## config.mk

```make
export PLATFORM = sky130hd
export DESIGN_NAME = alu_res_station_mcdb
export DESIGN_NICKNAME = d
export VERILOG_FILES = /design/src/rtl/alu_res_station_mcdb.sv
export SDC_FILE = /design/constraint.sdc
export NUM_CORES = 2
export LEC_CHECK = 0
export ABC_AREA = 0
export BUFFER_PORTS_ARGS = -buffer_cell sky130_fd_sc_hd__buf_2
export CORE_MARGIN = 2
export CORE_UTILIZATION = 40
export DETAILED_ROUTE_END_ITERATION = 7
export SYNTH_ARGS = -nofsm -noshare
export SYNTH_HDL_FRONTEND = slang
export SYNTH_SLANG_ARGS = --single-unit
```

## constraint.sdc

```tcl
create_clock -name clk -period 5.25 [get_ports clk]
set_input_delay 0.525 -clock clk [delete_from_list [all_inputs] [get_ports clk]]
set_output_delay 0.525 -clock clk [all_outputs]
set_load 0.02 [all_outputs]
```

## src/rtl/alu_res_station_mcdb.sv

```systemverilog
// ALU reservation station: CDB wakeup and snoop on dispatch, oldest-first issue via an age matrix.
// Define RS_CDB_BYPASS_EN to let CDB results make an entry issue in the same cycle they are broadcast.
module alu_res_station_mcdb #(
  parameter int DATA_W  = 32,
  parameter int TAG_W   = 4,
  parameter int CTL_W   = 5,
  parameter int DEPTH   = 8,
  parameter int NUM_CDB = 2
) (
  input  logic                         clk,
  input  logic                         rst,
  input  logic                         flush,
  input  logic                         disp_valid,
  output logic                         disp_ready,
  input  logic [CTL_W-1:0]             disp_ctl,
  input  logic [TAG_W-1:0]             disp_tag,
  input  logic                         disp_s1_rdy,
  input  logic                         disp_s2_rdy,
  input  logic [DATA_W-1:0]            disp_s1_val,
  input  logic [DATA_W-1:0]            disp_s2_val,
  input  logic [TAG_W-1:0]             disp_s1_tag,
  input  logic [TAG_W-1:0]             disp_s2_tag,
  input  logic [NUM_CDB-1:0]           cdb_valid,
  input  logic [NUM_CDB*TAG_W-1:0]     cdb_tag,
  input  logic [NUM_CDB*DATA_W-1:0]    cdb_data,
  output logic                         iss_valid,
  input  logic                         iss_ready,
  output logic [CTL_W-1:0]             iss_ctl,
  output logic [TAG_W-1:0]             iss_tag,
  output logic [DATA_W-1:0]            iss_op1,
  output logic [DATA_W-1:0]            iss_op2,
  output logic [$clog2(DEPTH+1)-1:0]   count
);

  localparam int CNT_W = $clog2(DEPTH+1);
  localparam logic [CNT_W-1:0] FULL = CNT_W'(DEPTH);

  logic [DEPTH-1:0]  ent_valid, s1_rdy, s2_rdy;
  logic [CTL_W-1:0]  ent_ctl [DEPTH];
  logic [TAG_W-1:0]  ent_tag [DEPTH];
  logic [TAG_W-1:0]  s1_tag  [DEPTH];
  logic [TAG_W-1:0]  s2_tag  [DEPTH];
  logic [DATA_W-1:0] s1_val  [DEPTH];
  logic [DATA_W-1:0] s2_val  [DEPTH];
  // older[i][j] set means entry i was dispatched before entry j
  logic [DEPTH-1:0]  older   [DEPTH];

  logic [DEPTH-1:0]  s1_hit, s2_hit, elig, iss_oh, free_oh;
  logic [DATA_W-1:0] s1_cdb [DEPTH];
  logic [DATA_W-1:0] s2_cdb [DEPTH];
  logic [DATA_W-1:0] op1_now [DEPTH];
  logic [DATA_W-1:0] op2_now [DEPTH];
  logic              d1_hit, d2_hit, free_found, blocked, accept, iss_fire;
  logic [DATA_W-1:0] d1_cdb, d2_cdb;

  // Returns {hit, data}; the lowest-numbered matching port wins.
  function automatic logic [DATA_W:0] cdb_lookup(
    input logic [TAG_W-1:0]          t,
    input logic [NUM_CDB-1:0]        v,
    input logic [NUM_CDB*TAG_W-1:0]  tags,
    input logic [NUM_CDB*DATA_W-1:0] data
  );
    logic [DATA_W:0] r;
    r = '0;
    for (int p = NUM_CDB-1; p >= 0; p--)
      if (v[p] && tags[p*TAG_W +: TAG_W] == t) r = {1'b1, data[p*DATA_W +: DATA_W]};
    return r;
  endfunction

  always_comb begin
    s1_hit = '0;
    s2_hit = '0;
    s1_cdb = '{default: '0};
    s2_cdb = '{default: '0};
    for (int i = 0; i < DEPTH; i++) begin
      {s1_hit[i], s1_cdb[i]} = cdb_lookup(s1_tag[i], cdb_valid, cdb_tag, cdb_data);
      {s2_hit[i], s2_cdb[i]} = cdb_lookup(s2_tag[i], cdb_valid, cdb_tag, cdb_data);
    end
    {d1_hit, d1_cdb} = cdb_lookup(disp_s1_tag, cdb_valid, cdb_tag, cdb_data);
    {d2_hit, d2_cdb} = cdb_lookup(disp_s2_tag, cdb_valid, cdb_tag, cdb_data);
  end

  always_comb begin
    elig    = '0;
    op1_now = '{default: '0};
    op2_now = '{default: '0};
    for (int i = 0; i < DEPTH; i++) begin
`ifdef RS_CDB_BYPASS_EN
      op1_now[i] = s1_rdy[i] ? s1_val[i] : s1_cdb[i];
      op2_now[i] = s2_rdy[i] ? s2_val[i] : s2_cdb[i];
      elig[i]    = ent_valid[i] && (s1_rdy[i] || s1_hit[i]) && (s2_rdy[i] || s2_hit[i]);
`else
      op1_now[i] = s1_val[i];
      op2_now[i] = s2_val[i];
      elig[i]    = ent_valid[i] && s1_rdy[i] && s2_rdy[i];
`endif
    end
  end

  always_comb begin
    iss_oh    = '0;
    blocked   = 1'b0;
    iss_valid = 1'b0;
    iss_ctl   = '0;
    iss_tag   = '0;
    iss_op1   = '0;
    iss_op2   = '0;
    for (int i = 0; i < DEPTH; i++) begin
      blocked = 1'b0;
      for (int j = 0; j < DEPTH; j++)
        if (elig[j] && older[j][i]) blocked = 1'b1;
      iss_oh[i] = elig[i] && !blocked;
      if (iss_oh[i]) begin
        iss_valid = 1'b1;
        iss_ctl   = ent_ctl[i];
        iss_tag   = ent_tag[i];
        iss_op1   = op1_now[i];
        iss_op2   = op2_now[i];
      end
    end
  end

  always_comb begin
    free_oh    = '0;
    free_found = 1'b0;
    for (int i = 0; i < DEPTH; i++)
      if (!ent_valid[i] && !free_found) begin
        free_oh[i] = 1'b1;
        free_found = 1'b1;
      end
  end

  assign disp_ready = (count != FULL);
  assign accept     = disp_valid && disp_ready;
  assign iss_fire   = iss_valid && iss_ready;

  always_ff @(posedge clk) begin
    if (rst || flush) begin
      ent_valid <= '0;
      count     <= '0;
      for (int i = 0; i < DEPTH; i++) older[i] <= '0;
    end else begin
      for (int i = 0; i < DEPTH; i++) begin
        if (ent_valid[i] && !s1_rdy[i] && s1_hit[i]) begin
          s1_rdy[i] <= 1'b1;
          s1_val[i] <= s1_cdb[i];
        end
        if (ent_valid[i] && !s2_rdy[i] && s2_hit[i]) begin
          s2_rdy[i] <= 1'b1;
          s2_val[i] <= s2_cdb[i];
        end
        if (iss_fire && iss_oh[i]) ent_valid[i] <= 1'b0;
        if (accept && free_oh[i]) begin
          ent_valid[i] <= 1'b1;
          ent_ctl[i]   <= disp_ctl;
          ent_tag[i]   <= disp_tag;
          s1_tag[i]    <= disp_s1_tag;
          s2_tag[i]    <= disp_s2_tag;
          s1_rdy[i]    <= disp_s1_rdy || d1_hit;
          s2_rdy[i]    <= disp_s2_rdy || d2_hit;
          s1_val[i]    <= disp_s1_rdy ? disp_s1_val : d1_cdb;
          s2_val[i]    <= disp_s2_rdy ? disp_s2_val : d2_cdb;
        end
        for (int j = 0; j < DEPTH; j++) begin
          if (accept && free_oh[i])      older[i][j] <= 1'b0;
          else if (accept && free_oh[j]) older[i][j] <= 1'b1;
        end
      end
      count <= count + CNT_W'(accept) - CNT_W'(iss_fire);
    end
  end

endmodule

```

# Word-level counts from Yosys, hierarchy flattened
# Memory sizes are Yosys's and may differ from the RTL's.
# Cells that the tools add are included.
# totals
input_bits	162
output_inout_bits	79
register_bits	28
memories	7
mem_bits_rw	712
elab_cells	1163
# memory_table
memory	depth	width	read_ports	rd_clocked_by_memory_dff	write_ports	line_no	text
s1_val	8	32	8	0	8	43	logic [DATA_W-1:0] s1_val [DEPTH];
s2_val	8	32	8	0	8	44	logic [DATA_W-1:0] s2_val [DEPTH];
older	8	8	8	0	8	46	logic [DEPTH-1:0] older [DEPTH];
ent_ctl	8	5	8	0	1	39	logic [CTL_W-1:0] ent_ctl [DEPTH];
ent_tag	8	4	8	0	1	40	logic [TAG_W-1:0] ent_tag [DEPTH];
s1_tag	8	4	8	0	1	41	logic [TAG_W-1:0] s1_tag [DEPTH];
+1 memories	--	--	--	--	--	--	
# op_classes
bitwise_logic	137
n_eq_ne	37
reduce_logical	289
n_mux	666
add_sub_neg	2
# ops
operator	n
33-bit 2-to-1 mux	36
32-bit 2-to-1 mux	34
1-bit 2-to-1 mux	524
1-bit logical AND	181
4-bit == test	36
1-bit bitwise OR	136
4-bit 2-to-1 mux	29
3-bit 2-to-1 mux	28
4-bit OR reduction	21
5-bit 2-to-1 mux	15
2-bit nonzero test	24
1-bit zero test	37
5-bit OR reduction	7
2-bit AND reduction	16
4-bit by 1-bit adder with 4-bit output	1
4-bit != test (second input constant)	1
4-bit by 1-bit subtractor with 4-bit output	1
1-bit logical OR	3
1-bit NOT	1

# Logic depth before layout (Yosys ltp)
# depth
word_depth	27
mapped_depth	15

# Least setup slack after synthesis
# OpenSTA, ideal clock, no wires.
# synth_path
kind	input port to flip-flop
from	in cdb_tag[2]
to	mem s1_val[7][4] (netlist: s1_val[1][100]), enable pin
t_arrival_ns	3.631
setup_ns	0.432
t_required_ns	4.818
n_path_buf	1
setup_slack_ns	1.187
path_stages	6
cell_sequence	buf_2 > xor2_1 > nor4_2 > a31oi_1 > or3b_2 > a21oi_1
# synth_lines
element	line_no	text
start: declaration	24	input logic [NUM_CDB*TAG_W-1:0] cdb_tag,
end: declaration	43	

# Worst setup path after layout
# layout_path
from	reg s1_rdy[0]
to	out iss_op2[27]
# layout_between
elab_chain_len	21
# layout_rtl
element	line_no	text
start: declaration	38	logic [DEPTH-1:0] ent_valid, s1_rdy, s2_rdy;
start signal: indexed assignment	159	s1_rdy[i] <= disp_s1_rdy || d1_hit;
1-bit logical AND (*) (2 in a row)	95	elig[i] = ent_valid[i] && s1_rdy[i] && s2_rdy[i];
1-bit logical AND	111	if (elig[j] && older[j][i]) blocked = 1'b1;
1-bit 2-to-1 mux (8 in a row)	111	
1-bit zero test	112	iss_oh[i] = elig[i] && !blocked;
1-bit logical AND	112	
32-bit 2-to-1 mux (7 in a row)	113	if (iss_oh[i]) begin
32-bit 2-to-1 mux (*)	113	
end: declaration	31	output logic [DATA_W-1:0] iss_op2,
# Every way passes the cells marked *; elsewhere a longest branch is shown, timed or not.

==> run_results.csv <==
group,metric,value,unit
grt,grt_start_max_net_pins,76,
clocking,holdBufCountCts,0,
worst_setup_path,cp.arrival,4370,ps
die,coreArea,0.107,sq mm
die,dieArea,0.110,sq mm
worst_setup_path,cp_slowest_cell,"and4_4",
detailed_routing,viasPerCell,6.91,
timing,setup_viol,0,
power_and_ir_drop,power_density,279,mW/mm^2
grt,grtUsageTotal,31.6,%
yosys,yosysTopAreaCell,"edfxtp_1",
detailed_routing,drtIter0Drc,4784,
grt,grt_antenna_before_repair,5,
worst_hold_path,holdPathStages,1,
clocking,htreeDepth,3,
clocking,clkSinkCount,732,
timing,finalCritPeriodShare,93.3,%
timing,hold_violations,0,
worst_setup_path,rr_endpoint,"count[2]",
job,max_cap_violations,0,
yosys,synth_nets,3972,
die,io_pins,241,
clocking,clock_latency,670,ps
yosys,synth.most_common_cell,"edfxtp_1",
grt,grt_pass1_wl,255000,microns
yosys,synth_seq_cells,732,
yosys,ys_top_cells_by_count,"edfxtp_1 (720), mux2i_1 (576), clkbuf_1 (345)",
die,die_h,332,microns
yosys,ys_async_sr_fraction,0,%
worst_setup_path,startpoint,"s1_rdy[0]",
yosys,yosysSeqAreaShare,50.9,%
timing,slew_viol_final,0,
worst_setup_path,critPathMaxFanout,29,
detailed_routing,drt_wl_total,180000,microns
worst_setup_path,critPathLaunchType,"flip-flop",
timing,rsz0062_at_grt,"false",
clocking,ctsResizeCount,0,
yosys,ys_warn_count,0,
worst_setup_path,setup.worst_path.end_class,"output pin",
clocking,clk_pin_slew,60,ps
clocking,numCtsBuffers,84,
finish,layout-drive-gt1-share,17.0,%
yosys,syn_area,0.0430,sq mm
worst_hold_path,hold_start,"disp_ctl[1]",
yosys,syn_area_per_cell,11.3,sq um
clocking,cts_tree,"done",
worst_setup_path,required,4720,ps
worst_setup_path,slowest_delay,660,ps
worst_setup_path,crit_chain,"and4_1 -> a2111oi_0 -> and4_4 -> buf_4 -> nand3_1 -> o2bb2ai_1 -> o221ai_1 -> buf_2",
finish,syn_to_final_growth,11.9,%
timing,tns,0,ps
clocking,cts_root_buffer,"clkbuf_16",
power_and_ir_drop,peakVddDrop,0.224,mV
worst_setup_path,rr_worst_depth,12,
detailed_routing,wl_per_cell,34.5,microns
detailed_routing,drcViolationCount,0,
yosys,synth-edff-count,720,
yosys,syn_inst,3804,
yosys,synth.distinct_cells,70,
grt,globalRouteOverflowTotal,0,
place,place_hpwl,101000,microns
place,portBuffers,240,
worst_setup_path,worstReg2RegStart,"s2_rdy[6]",
timing,period_minus_slack,4900,ps
worst_setup_path,r2r_slack,1230,ps
power_and_ir_drop,p_leak,15.4,nW
timing,fmax,0.204,GHz
worst_hold_path,hold_path_class,"input pin to flip-flop",
timing,slew_headroom,12.0,%
worst_setup_path,worst-path-buf-inv,2,
grt,grt_pass1_vias,34700,
detailed_routing,route.vias.total,36100,
worst_setup_path,critical_path.top_delay_family,"compound AO/OA/AOI/OAI gates",
die,dieWidth,332,microns
clocking,cts_buffer_depth,3,
status,status,"finished, final reports clean",
yosys,synthFlopType,"edfxtp_1",
detailed_routing,final_antenna_net_count,0,
timing,fin_skew,32.1,ps
timing,tightest_slew,1310,ps
place,globalplace.congestion,0.948,
power_and_ir_drop,p_total,0.0134,W
die,start_util,40.3,%
detailed_routing,dr.pass1.iters,6,
yosys,synth.area.top_cells,"edfxtp_1 (50%), mux2i_1 (13%), o22ai_1 (4.7%)",
yosys,synth_top_area_share,50.3,%
finish,nNetsFinal,3922,
worst_setup_path,critPathKind,"flip-flop to output pin",
die,rows,120,
clocking,postCtsSetupBuffers,0,
worst_hold_path,holdPathEnd,"ent_ctl[1][1]",
==> flip-flops by register name, summed over array words and instances, names as in the netlist <==
register,flops
s1_val,256
s2_val,256
older,56
ent_ctl,40
ent_tag,32
s1_tag,32
s2_tag,32
ent_valid,8
s1_rdy,8
s2_rdy,8
count,4
==> final cells by class <==
class	instances	area [sq um]
antenna	3	7.51
sequential	732	21900
clock inverter	41	408
tap	1403	1760
timing repair buffer	355	2260
clock buffer	108	2230
multi-input combinational	2506	19300
inverter	75	285
fill	9913	58700
==> placed cells by master, fill, tap and decap left out, types with 85 or more instances in the layout <==
master,netlist,layout
a21oi_1,113,97
mux2i_1,576,576
o21ai_0,176,176
o22ai_1,322,322
xor2_1,110,110
edfxtp_1,720,720
buf_4,3,99
or3_1,192,192
clkbuf_16,0,85
buf_2,109,240
nand2_1,184,167
==> metal layers <==
metal,global-route usage [%],share of wire (%)
met3,7.41,12
met2,48.8,45
met4,14.6,5.0
met5,0.434,0.051
met1,42.0,38
==> where the power goes <==
part	internal [W]	total (W)	switching, W
clock network	0.00326	0.00583	0.00257
registers	0.00642	0.00644	0.0000199
logic	0.000338	0.00115	0.000810
==> metrics by stage <==
step                cell area [sq um]  hold slack (ps)  utilization (%)  setup slack, ps  instances
floorplan                       43000              526                -             1190       3804
global placement                45400              574             42.6             1170       5071
detailed placement              45400              589             42.6             1170       5071
CTS                             48100              113             45.0              459       5220
global route                    48100              139             45.0              341       5221
finish                          48100              132             45.0              353       5223
==> worst max path at each step <==
stage | endpoint | slack, ps | depth (start not counted)
floorplan | s1_val[1][100] | 1190 | 6
global placement | iss_op1[31] | 1170 | 8
detailed placement | iss_op1[31] | 1170 | 8
CTS | iss_op1[31] | 460 | 8
global route | iss_op2[21] | 340 | 8
finish | iss_op2[27] | 350 | 8
==> kinds of logic after synthesis <==
group,count (synthesis),share of synthesized area [%]
AO/OA/AOI/OAI,1033,16.5
multiplexers,640,15.1
buffers and inverters,566,5.48
AND/OR/NAND/NOR,681,8.92
adder cells (fa/ha/maj),6,0.192
flip-flops,732,50.9
XOR/XNOR,146,2.98
(Power assumes the default switching activity.)
